<file path="src/rtl/video_timing_pkg.sv">
// Shared video timing definitions: sync-stage state encoding and default frame geometry.
// No logic; latency and backpressure are properties of the stages that import it.
package video_timing_pkg;

  typedef enum logic [1:0] {
    ACTIVE = 2'd0,
    FRONT  = 2'd1,
    SYNC   = 2'd2,
    BACK   = 2'd3
  } vtState;

  localparam int defBusWidth    = 11;
  localparam int defResVertical = 1080;
  localparam int defFrontPorch  = 4;
  localparam int defSyncWidth   = 5;
  localparam int defBackPorch   = 36;

endpackage

</file>
<file path="src/rtl/pulse_rise_detect.sv">
// Rising-edge detector: one registered cycle of 'out' per low-to-high transition of 'in'.
// Latency 1 cycle; no backpressure, a held-high input yields a single pulse.
module pulse_rise_detect (
  input  logic clock,
  input  logic reset,
  input  logic in,
  output logic out
);

  logic inDly;

  always_ff @(posedge clock) begin
    if (reset) begin
      inDly <= 1'b0;
      out   <= 1'b0;
    end else begin
      inDly <= in;
      out   <= in & ~inDly;
    end
  end

endmodule

</file>
<file path="src/rtl/vsync_timing.sv">
// Vertical timing: counts line ticks, walks ACTIVE/FRONT/SYNC/BACK, drives vSyncPulse/vActive/frameStart.
// Latency: registered outputs update one cycle after a detected tick; no backpressure, ticks never stall.
module vsync_timing
  import video_timing_pkg::*;
#(
  parameter int busWidth    = defBusWidth,
  parameter int resVertical = defResVertical,
  parameter int vFrontPorch = defFrontPorch,
  parameter int vSyncWidth  = defSyncWidth,
  parameter int vBackPorch  = defBackPorch
) (
  input  logic                clock,
  input  logic                reset,
  input  logic                hSyncPulse,
  output logic                vSyncPulse,
  output logic                vActive,
  output logic [busWidth-1:0] lineCount,
  output logic                frameStart
);

  localparam int total = resVertical + vFrontPorch + vSyncWidth + vBackPorch;

  // Shift is only meaningful below 31 bits; wider counters always hold any int-sized total.
  if ((vFrontPorch < 1) || (vSyncWidth < 1) || (vBackPorch < 1) ||
      ((busWidth < 31) && (total > (1 << busWidth)))) begin : gBadGeometry
    $fatal(1, "vsync_timing: illegal frame geometry for the configured busWidth");
  end

  localparam logic [busWidth-1:0] lastLine   = busWidth'(total - 1);
  localparam logic [busWidth-1:0] frontStart = busWidth'(resVertical);
  localparam logic [busWidth-1:0] syncStart  = busWidth'(resVertical + vFrontPorch);
  localparam logic [busWidth-1:0] backStart  = busWidth'(resVertical + vFrontPorch + vSyncWidth);

  logic                lineTick;
  vtState              state;
  vtState              nextState;
  logic [busWidth-1:0] nextLine;
  logic                nextFrameStart;

  pulse_rise_detect uTickDetect (
    .clock (clock),
    .reset (reset),
    .in    (hSyncPulse),
    .out   (lineTick)
  );

  always_ff @(posedge clock) begin
    if (reset) begin
      state      <= ACTIVE;
      lineCount  <= '0;
      vActive    <= 1'b1;
      vSyncPulse <= 1'b0;
      frameStart <= 1'b0;
    end else begin
      state      <= nextState;
      lineCount  <= nextLine;
      vActive    <= (nextState == ACTIVE);
      vSyncPulse <= (nextState == SYNC);
      frameStart <= nextFrameStart;
    end
  end

  // State follows the updated line index, so region boundaries are pure comparisons.
  always_comb begin
    nextLine       = lineCount;
    nextState      = state;
    nextFrameStart = 1'b0;
    if (lineTick) begin
      if (lineCount == lastLine) begin
        nextLine       = '0;
        nextFrameStart = 1'b1;
      end else begin
        nextLine = lineCount + busWidth'(1);
      end
      if (nextLine < frontStart) begin
        nextState = ACTIVE;
      end else if (nextLine < syncStart) begin
        nextState = FRONT;
      end else if (nextLine < backStart) begin
        nextState = SYNC;
      end else begin
        nextState = BACK;
      end
    end
  end

endmodule

</file>
<file path="config.mk">
export PLATFORM = sky130hd
export DESIGN_NAME = vsync_timing
export DESIGN_NICKNAME = d
export VERILOG_FILES = /design/src/rtl/video_timing_pkg.sv /design/src/rtl/pulse_rise_detect.sv /design/src/rtl/vsync_timing.sv
export SDC_FILE = /design/constraint.sdc
export NUM_CORES = 1
export LEC_CHECK = 0
export ABC_AREA = 1
export CAP_MARGIN = 20
export CORE_UTILIZATION = 41
export DETAILED_ROUTE_END_ITERATION = 6
export SETUP_SLACK_MARGIN = 0.15
export SLEW_MARGIN = 30
export SYNTH_ARGS = -nofsm -noshare
export SYNTH_HDL_FRONTEND = slang
export SYNTH_SLANG_ARGS = --single-unit
</file>
<file path="constraint.sdc">
create_clock -name clock -period 1.95 [get_ports clock]
set_clock_uncertainty 0.05 [all_clocks]
set_input_delay 0.4875 -clock clock [delete_from_list [all_inputs] [get_ports clock]]
set_output_delay 0.4875 -clock clock [all_outputs]
set_load 0.02 [all_outputs]
</file>
==> results by group, run 1 <==
Route
  – WL/cell: 12.9 um
  – Antenna violation net count after detailed routing: 0
  – Initial DRC count: 23
  – # DRC: 0
  – Vias per inst: 5.16
  – Via count: 1058
  – Drt total wl: 2650 um
  – Detailed-router iteration count before antenna repair: 4

Power
  – Switching power: 250 uW
  – Sequential Power Share: 51.2%
  – LEAKAGE: 0.000623 uW
  – Sw Ratio: 30.3%
  – Worst vdd ir: 0.519 mV
  – Combinational Power Share: 20.7%
  – Int Power: 573 uW
  – Power share of the clock group: 28.1%
  – Pwr Density: 570 mW/mm^2
  – Final Power: 823 uW

Finish
  – Layout Nets: 183
  – P&R area growth vs syn: 41.6%
  – Layout cells sized above 1: 35.0%
  – Leading cell type in the layout, fill and taps excluded: nand2_1
  – Non-Filler Instances: 205
  – Diode count: 0
  – Most frequent cells in the layout: 28 x nand2_1, 14 x inv_1, 13 x nand2_2, 13 x a21oi_1

Yosys
  – Top cell type's share of synthesized area: 35.4%
  – Synth area leader: dfxtp_1
  – Synth Area in Compound Gates: 15.2%
  – Mapped Nets: 156
  – Netlist Area Pre-Place: 0.00102 mm^2
  – Avg Inst Size Synth: 6.74 um^2
  – Seq/Total Area, Yosys: 35.4%
  – #FFs+latches synth: 18
  – Post-synthesis xor/xnor area fraction: 0.860%
  – Synthesized netlist cell count: 151
  – Synth top area cells: dfxtp_1 35%, nand2_1 13%, a21oi_1 7.4%
  – Post-synthesis cell type count: 21
  – Yosys warns: 0
  – Post-synthesis simple-gate area fraction: 38.3%
  – Largest family of logic cells by synthesized area: simple AND/OR/NAND/NOR gates
  – Mux contribution to synthesized area: 0%
  – Post-synthesis adder-cell area fraction: 2.46%

Worst setup path
  – CP Cell Sequence: ha_4 -> nand3_4 -> o21bai_1 -> nand2_1 -> nand2_4 -> nand2_2 -> nor2_2 -> nand3_1 -> a21oi_2 -> nand2_2 -> nand3_2 -> nand2_1
  – Delay-heaviest family, CP: simple AND/OR/NAND/NOR gates
  – CP max-delay cell: dfxtp_4
  – Crit start category: flop
  – WS Path Type: reg2reg
  – WP data required: 2090 ps
  – WP buf/inv: 0
  – Arrival time at the worst endpoint: 1990 ps
  – CP Max Fanout: 5
  – Crit path capture type: flop
  – Slowest stage delay, CP: 400 ps

Placed design
  – Post-DP HPWL: 1710 um
  – RePlAce Congestion: 0.792
  – Number of buffers added on ports: 16
  – Dpl cells: 193

CTS
  – Clock-pin slew on the worst setup and hold paths: 110 ps
  – Clock tree buffer depth: 2
  – Clock root buffer: clkbuf_4
  – Worst-skew pair later-pin latency: 300 ps
  – H-Tree Depth: 1
  – CTS tree: built
  – # clock sinks: 18
  – Inserted Clock Buffers: 3

Timing
  – Worst hold slack: 343 ps
  – Highest clock rate: 541 MHz
  – Relative slew slack: 75.2%
  – Worst-Margin Slew: 371 ps
  – Tcrit/Tclk final: 94.8%
  – Hold Vio Cnt, Final: 0
  – RSZ-0062 raised after global routing: true
  – Min cycle time layout: 1850 ps
  – Final Max Slew Viols: 0
  – Final Setup Violations: 0

Run status
  – Status: completed

Floorplanning
  – # rows: 17
  – Die Width: 51.8 um
  – Starting Density: 44.7%
  – Core area: 0.00228 mm^2
  – Die Y: 51.8 um
  – Die area: 0.00269 mm^2
  – I/O pins: 17

Global routing
  – Initial antenna violation count: 0
  – Largest net degree at the start of global routing: 17
  – Vias in the first global route: 959
  – Gr ovfl total: 0
  – GRT Total Usage: 21.8%
  – Global-route wire length before repair: 4350 um

Min path
  – Worst hold path type: reg2reg

Run
  – Max-Cap Viols: 0
## registers in the layout, summed over array words and instances, names as in the netlist, named ones only
signal / flops
lineCount: 11
frameStart: 1
state: 1
uTickDetect.inDly: 1
uTickDetect.out: 1
vActive: 1
vSyncPulse: 1
## metrics by stage
stage          setup slack [ps]  instance area, um^2  TNS (ps)  utilization, %
6_report                    101                 1440         0            63.4
5_1_grt                   -27.7                 1440     -35.0            63.4
4_1_cts                     153                 1360         0            59.5
3_5_place_dp              -23.0                 1210     -23.0            53.3
3_3_place_gp               17.8                 1210         0            53.3
2_1_floorplan               171                 1020         0               -
## repair_timing
| item | CTS | global route |
|---|---|---|
| gates cloned | 0 | 0 |
| resized for setup | 35 | 19 |
| endpoints found under the setup margin | 15 | 4 |
| pin swaps | 12 | 19 |
| setup buffers | 6 | 2 |
| hold buffers | 0 | 0 |
## power by group through the flow
stage	Combinational (uW)	Clock (uW)	Sequential, uW
2_1_floorplan	78.7	0	436
3_3_place_gp	147	0	424
3_5_place_dp	147	0	426
4_1_cts	154	237	419
5_1_grt	188	249	426
6_report	170	231	421
## cells in the mapped netlist, drive strengths merged
library cell and count:
nand2 43, ha 2, nand3 13, inv 16
o21ai 13, o21bai 2, xor2 1, nor3 3
clkbuf 2, dfxtp 18, nor2 20, buf 2
a21oi 15, nand4 1
## logic make-up after synthesis
kind of cell | count (synthesis)
xor+xnor | 1
buf+inv | 20
fa+ha+maj | 2
flops | 18
compound gates | 30
simple gates | 80
## routing by layer
metal	vias to the layer above	part of all wire (%)	GRT usage (%)
met3	6	4.9	5.85
met2	24	46	34.0
met4	0	1.9	4.50
met5	-	0	0
met1	483	47	29.9
li1	545	-	-
## final timing paths
path         cells past startpoint              end  slack, ps         startpoint
max                             12          vActive        100       lineCount[0]
min                              1  uTickDetect.out        340  uTickDetect.inDly
max reg2reg                     12          vActive        100       lineCount[0]
min reg2reg                      1  uTickDetect.out        340  uTickDetect.inDly
## cell type report
cell class | instances | area, um^2
inverter | 16 | 65.1
clock buffer | 4 | 36.3
multi-input combinational | 113 | 706
timing repair buffer | 26 | 225
tap | 28 | 35.0
sequential | 18 | 375
fill | 216 | 833
No activity file was read; power rests on OpenSTA's default activity.
==> inputs of run 2 (changes only) <==
--- a/config.mk
+++ b/config.mk
@@ -9,8 +9,10 @@
 export CAP_MARGIN = 20
 export CORE_UTILIZATION = 41
 export DETAILED_ROUTE_END_ITERATION = 6
+export RECOVER_POWER = 100
 export SETUP_SLACK_MARGIN = 0.15
 export SLEW_MARGIN = 30
 export SYNTH_ARGS = -nofsm -noshare
 export SYNTH_HDL_FRONTEND = slang
+export SYNTH_HIERARCHICAL = 1
 export SYNTH_SLANG_ARGS = --single-unit
==> constraint.sdc (replaced) <==
create_clock -name clock -period 2.1 [get_ports clock]
set_clock_uncertainty 0.05 [all_clocks]
set_input_delay 0.525 -clock clock [delete_from_list [all_inputs] [get_ports clock]]
set_output_delay 0.525 -clock clock [all_outputs]
set_load 0.02 [all_outputs]
==> results by group, run 2 <==
Run status
  – Status: completed (unchanged)

Floorplanning
  – I/O pins: 17 (unchanged)
  – Die Width: 54.8 um (was 51.8 um)
  – Core area: 0.00254 mm^2 (was 0.00228 mm^2)
  – Die area: 0.00300 mm^2 (was 0.00269 mm^2)
  – Die Y: 54.8 um (was 51.8 um)
  – Starting Density: 44.8% (was 44.7%)
  – # rows: 18 (was 17)

Worst setup path
  – Arrival time at the worst endpoint: 1360 ps (was 1990 ps)
  – Crit path capture type: primary output (was flop)
  – CP Max Fanout: 6 (was 5)
  – WP buf/inv: 1 (was 0)
  – Delay-heaviest family, CP: buffers and inverters (was simple AND/OR/NAND/NOR gates)
  – Slowest stage delay, CP: 680 ps (was 400 ps)
  – CP Cell Sequence: dlygate4sd3_1 (was ha_4 -> nand3_4 -> o21bai_1 -> nand2_1 -> nand2_4 -> nand2_2 -> nor2_2 -> nand3_1 -> a21oi_2 -> nand2_2 -> nand3_2 -> nand2_1)
  – WP data required: 1520 ps (was 2090 ps)
  – CP max-delay cell: dlygate4sd3_1 (was dfxtp_4)
  – Crit start category: flop (unchanged)
  – WS Path Type: reg2out (was reg2reg)

Finish
  – Non-Filler Instances: 227 (was 205)
  – Layout cells sized above 1: 26.9% (was 35.0%)
  – Fill cells: 265 (was 216)
  – Layout Nets: 203 (was 183)
  – Diode count: 0 (unchanged)
  – Largest register by flop count: lineCount (unchanged)
  – P&R area growth vs syn: 29.3% (was 41.6%)
  – Max FFs per register: 11 (unchanged)
  – Leading cell type in the layout, fill and taps excluded: nand2_1 (unchanged)
  – Most frequent cells in the layout: 33 x nand2_1, 25 x inv_1, 15 x nor2_1 (was 28 x nand2_1, 14 x inv_1, 13 x nand2_2, 13 x a21oi_1)

Global routing
  – Gr ovfl total: 0 (unchanged)
  – Global-route wire length before repair: 4150 um (was 4350 um)
  – Largest net degree at the start of global routing: 23 (was 17)
  – Vias in the first global route: 935 (was 959)
  – GRT Total Usage: 19.6% (was 21.8%)
  – Initial antenna violation count: 0 (unchanged)

Route
  – # DRC: 0 (unchanged)
  – WL/cell: 11.8 um (was 12.9 um)
  – Vias per inst: 5.00 (was 5.16)
  – Initial DRC count: 21 (was 23)
  – Antenna violation net count after detailed routing: 0 (unchanged)
  – Via count: 1136 (was 1058)
  – Detailed-router iteration count before antenna repair: 4 (unchanged)
  – Drt total wl: 2680 um (was 2650 um)

CTS
  – Clock root buffer: clkbuf_4 (unchanged)
  – H-Tree Depth: 1 (unchanged)
  – CTS tree: built (unchanged)
  – # clock sinks: 18 (unchanged)
  – Clock tree buffer depth: 2 (unchanged)
  – # hold bufs at CTS: 0 (unchanged)
  – Clock-pin slew on the worst setup and hold paths: 100 ps (was 110 ps)
  – Inserted Clock Buffers: 3 (unchanged)
  – Worst-skew pair later-pin latency: 290 ps (was 300 ps)

Timing
  – Hold Vio Cnt, Final: 0 (unchanged)
  – Tcrit/Tclk final: 91.9%
  – RSZ-0062 raised after global routing: true (unchanged)
  – Final Setup Violations: 0 (unchanged)
  – Highest clock rate: 518 MHz
  – Relative slew slack: 78.7% (was 75.2%)
  – Final Max Slew Viols: 0 (unchanged)
  – Min cycle time layout: 1930 ps
  – Worst-Margin Slew: 319 ps (was 371 ps)
  – Setup Total Neg Slack: 0 ps (unchanged)

Yosys
  – Mapped Nets: 177 (was 156)
  – Seq/Total Area, Yosys: 31.6% (was 35.4%)
  – Post-synthesis async set-or-reset flop share: 0% (unchanged)
  – Post-synthesis cell type count: 23 (was 21)
  – Top cell type's share of synthesized area: 31.6% (was 35.4%)
  – Synth top area cells: dfxtp_1 32%, nand2_1 12%, inv_1 8.6% (was dfxtp_1 35%, nand2_1 13%, a21oi_1 7.4%)
  – Avg Inst Size Synth: 6.63 um^2 (was 6.74 um^2)
  – Synthesized netlist cell count: 172 (was 151)
  – EDFF count, synth: 0 (unchanged)
  – Main synth FF type: dfxtp_1 (unchanged)
  – Synth top cells by count: 37 x nand2_1, 26 x inv_1, 18 x dfxtp_1, 18 x nor2_1, 14 x a21oi_1 (was 35 x nand2_1, 18 x dfxtp_1, 16 x inv_1, 15 x a21oi_1, 13 x nor2_1)
  – #FFs+latches synth: 18 (unchanged)
  – Top-count cell post-synth: nand2_1 (unchanged)
  – Synth area leader: dfxtp_1 (unchanged)
  – Yosys warns: 6 (was 0)
  – Netlist Area Pre-Place: 0.00114 mm^2 (was 0.00102 mm^2)

Power
  – Worst vdd ir: 0.564 mV (was 0.519 mV)
  – LEAKAGE: 0.000669 uW (was 0.000623 uW)
  – Pwr Density: 523 mW/mm^2 (was 570 mW/mm^2)
  – Final Power: 772 uW (was 823 uW)

Placed design
  – Number of buffers added on ports: 16 (unchanged)
  – RePlAce Congestion: 0.873 (was 0.792)
  – Post-DP HPWL: 1930 um (was 1710 um)
  – Dpl cells: 218 (was 193)

Run
  – Max-Cap Viols: 0 (unchanged)

Min path
  – Worst hold path type: reg2reg (unchanged)
[run 2: layer usage]
layer  vias to the layer above  wire length (um)  track usage (%)
met3                         2                96             5.83
met4                         0                12             2.56
met5                         -                 0                0
met2                        21              1240             30.7
met1                       510              1330             26.9
li1                        603                 -                -
[run 2: timing repair]
| item | CTS | global route |
|---|---|---|
| gates resized for setup | 12 | 25 |
| setup endpoints to repair | 11 | 8 |
| pin swaps | 0 | 8 |
| buffers inserted | 0 | 5 |
[run 2: cell type report]
type | count | area [um^2] | share of cell area, %
clock buffer | 4 | 36.3 | 2.46
inverter | 27 | 104 | 7.04
multi-input combinational | 125 | 736 | 49.9
sequential | 18 | 373 | 25.3
tap | 30 | 37.5 | 2.54
timing repair buffer | 23 | 189 | 12.8
[run 2: path summary, 6_finish.rpt]
kind                                   endpoint              start  cells past startpoint  slack [ps]
worst max-delay path               lineCount[6]       lineCount[6]                      1         170
worst min-delay path            uTickDetect/out  uTickDetect/inDly                      1         360
worst max register to register          vActive       lineCount[0]                     12         240
worst min register to register  uTickDetect/out  uTickDetect/inDly                      1         360
[run 2: per-stage QoR]
step	hold slack (ps)	cell area, um^2	setup WS (ps)	util, %
floorplan	332	1140	222	-
global placement	337	1350	66.3	52.9
detailed placement	345	1350	23.0	52.9
CTS	363	1390	128	54.7
global route	381	1480	67.1	58.0
finish	362	1480	169	58.0
[run 2: power breakdown]
group,total [uW],internal [uW],switching (uW)
combinational,173,66.1,107
clock,213,106,108
sequential,385,360,24.8
[run 2: cells by family after synthesis]
| family | after synthesis | share of synthesized area, % |
|---|---|---|
| XOR/XNOR | 2 | 1.54 |
| flip-flops | 18 | 31.6 |
| AND/OR/NAND/NOR | 90 | 39.4 |
| buffers and inverters | 29 | 9.54 |
| AO/OA/AOI/OAI | 31 | 15.8 |
| adder cells (fa/ha/maj) | 2 | 2.19 |
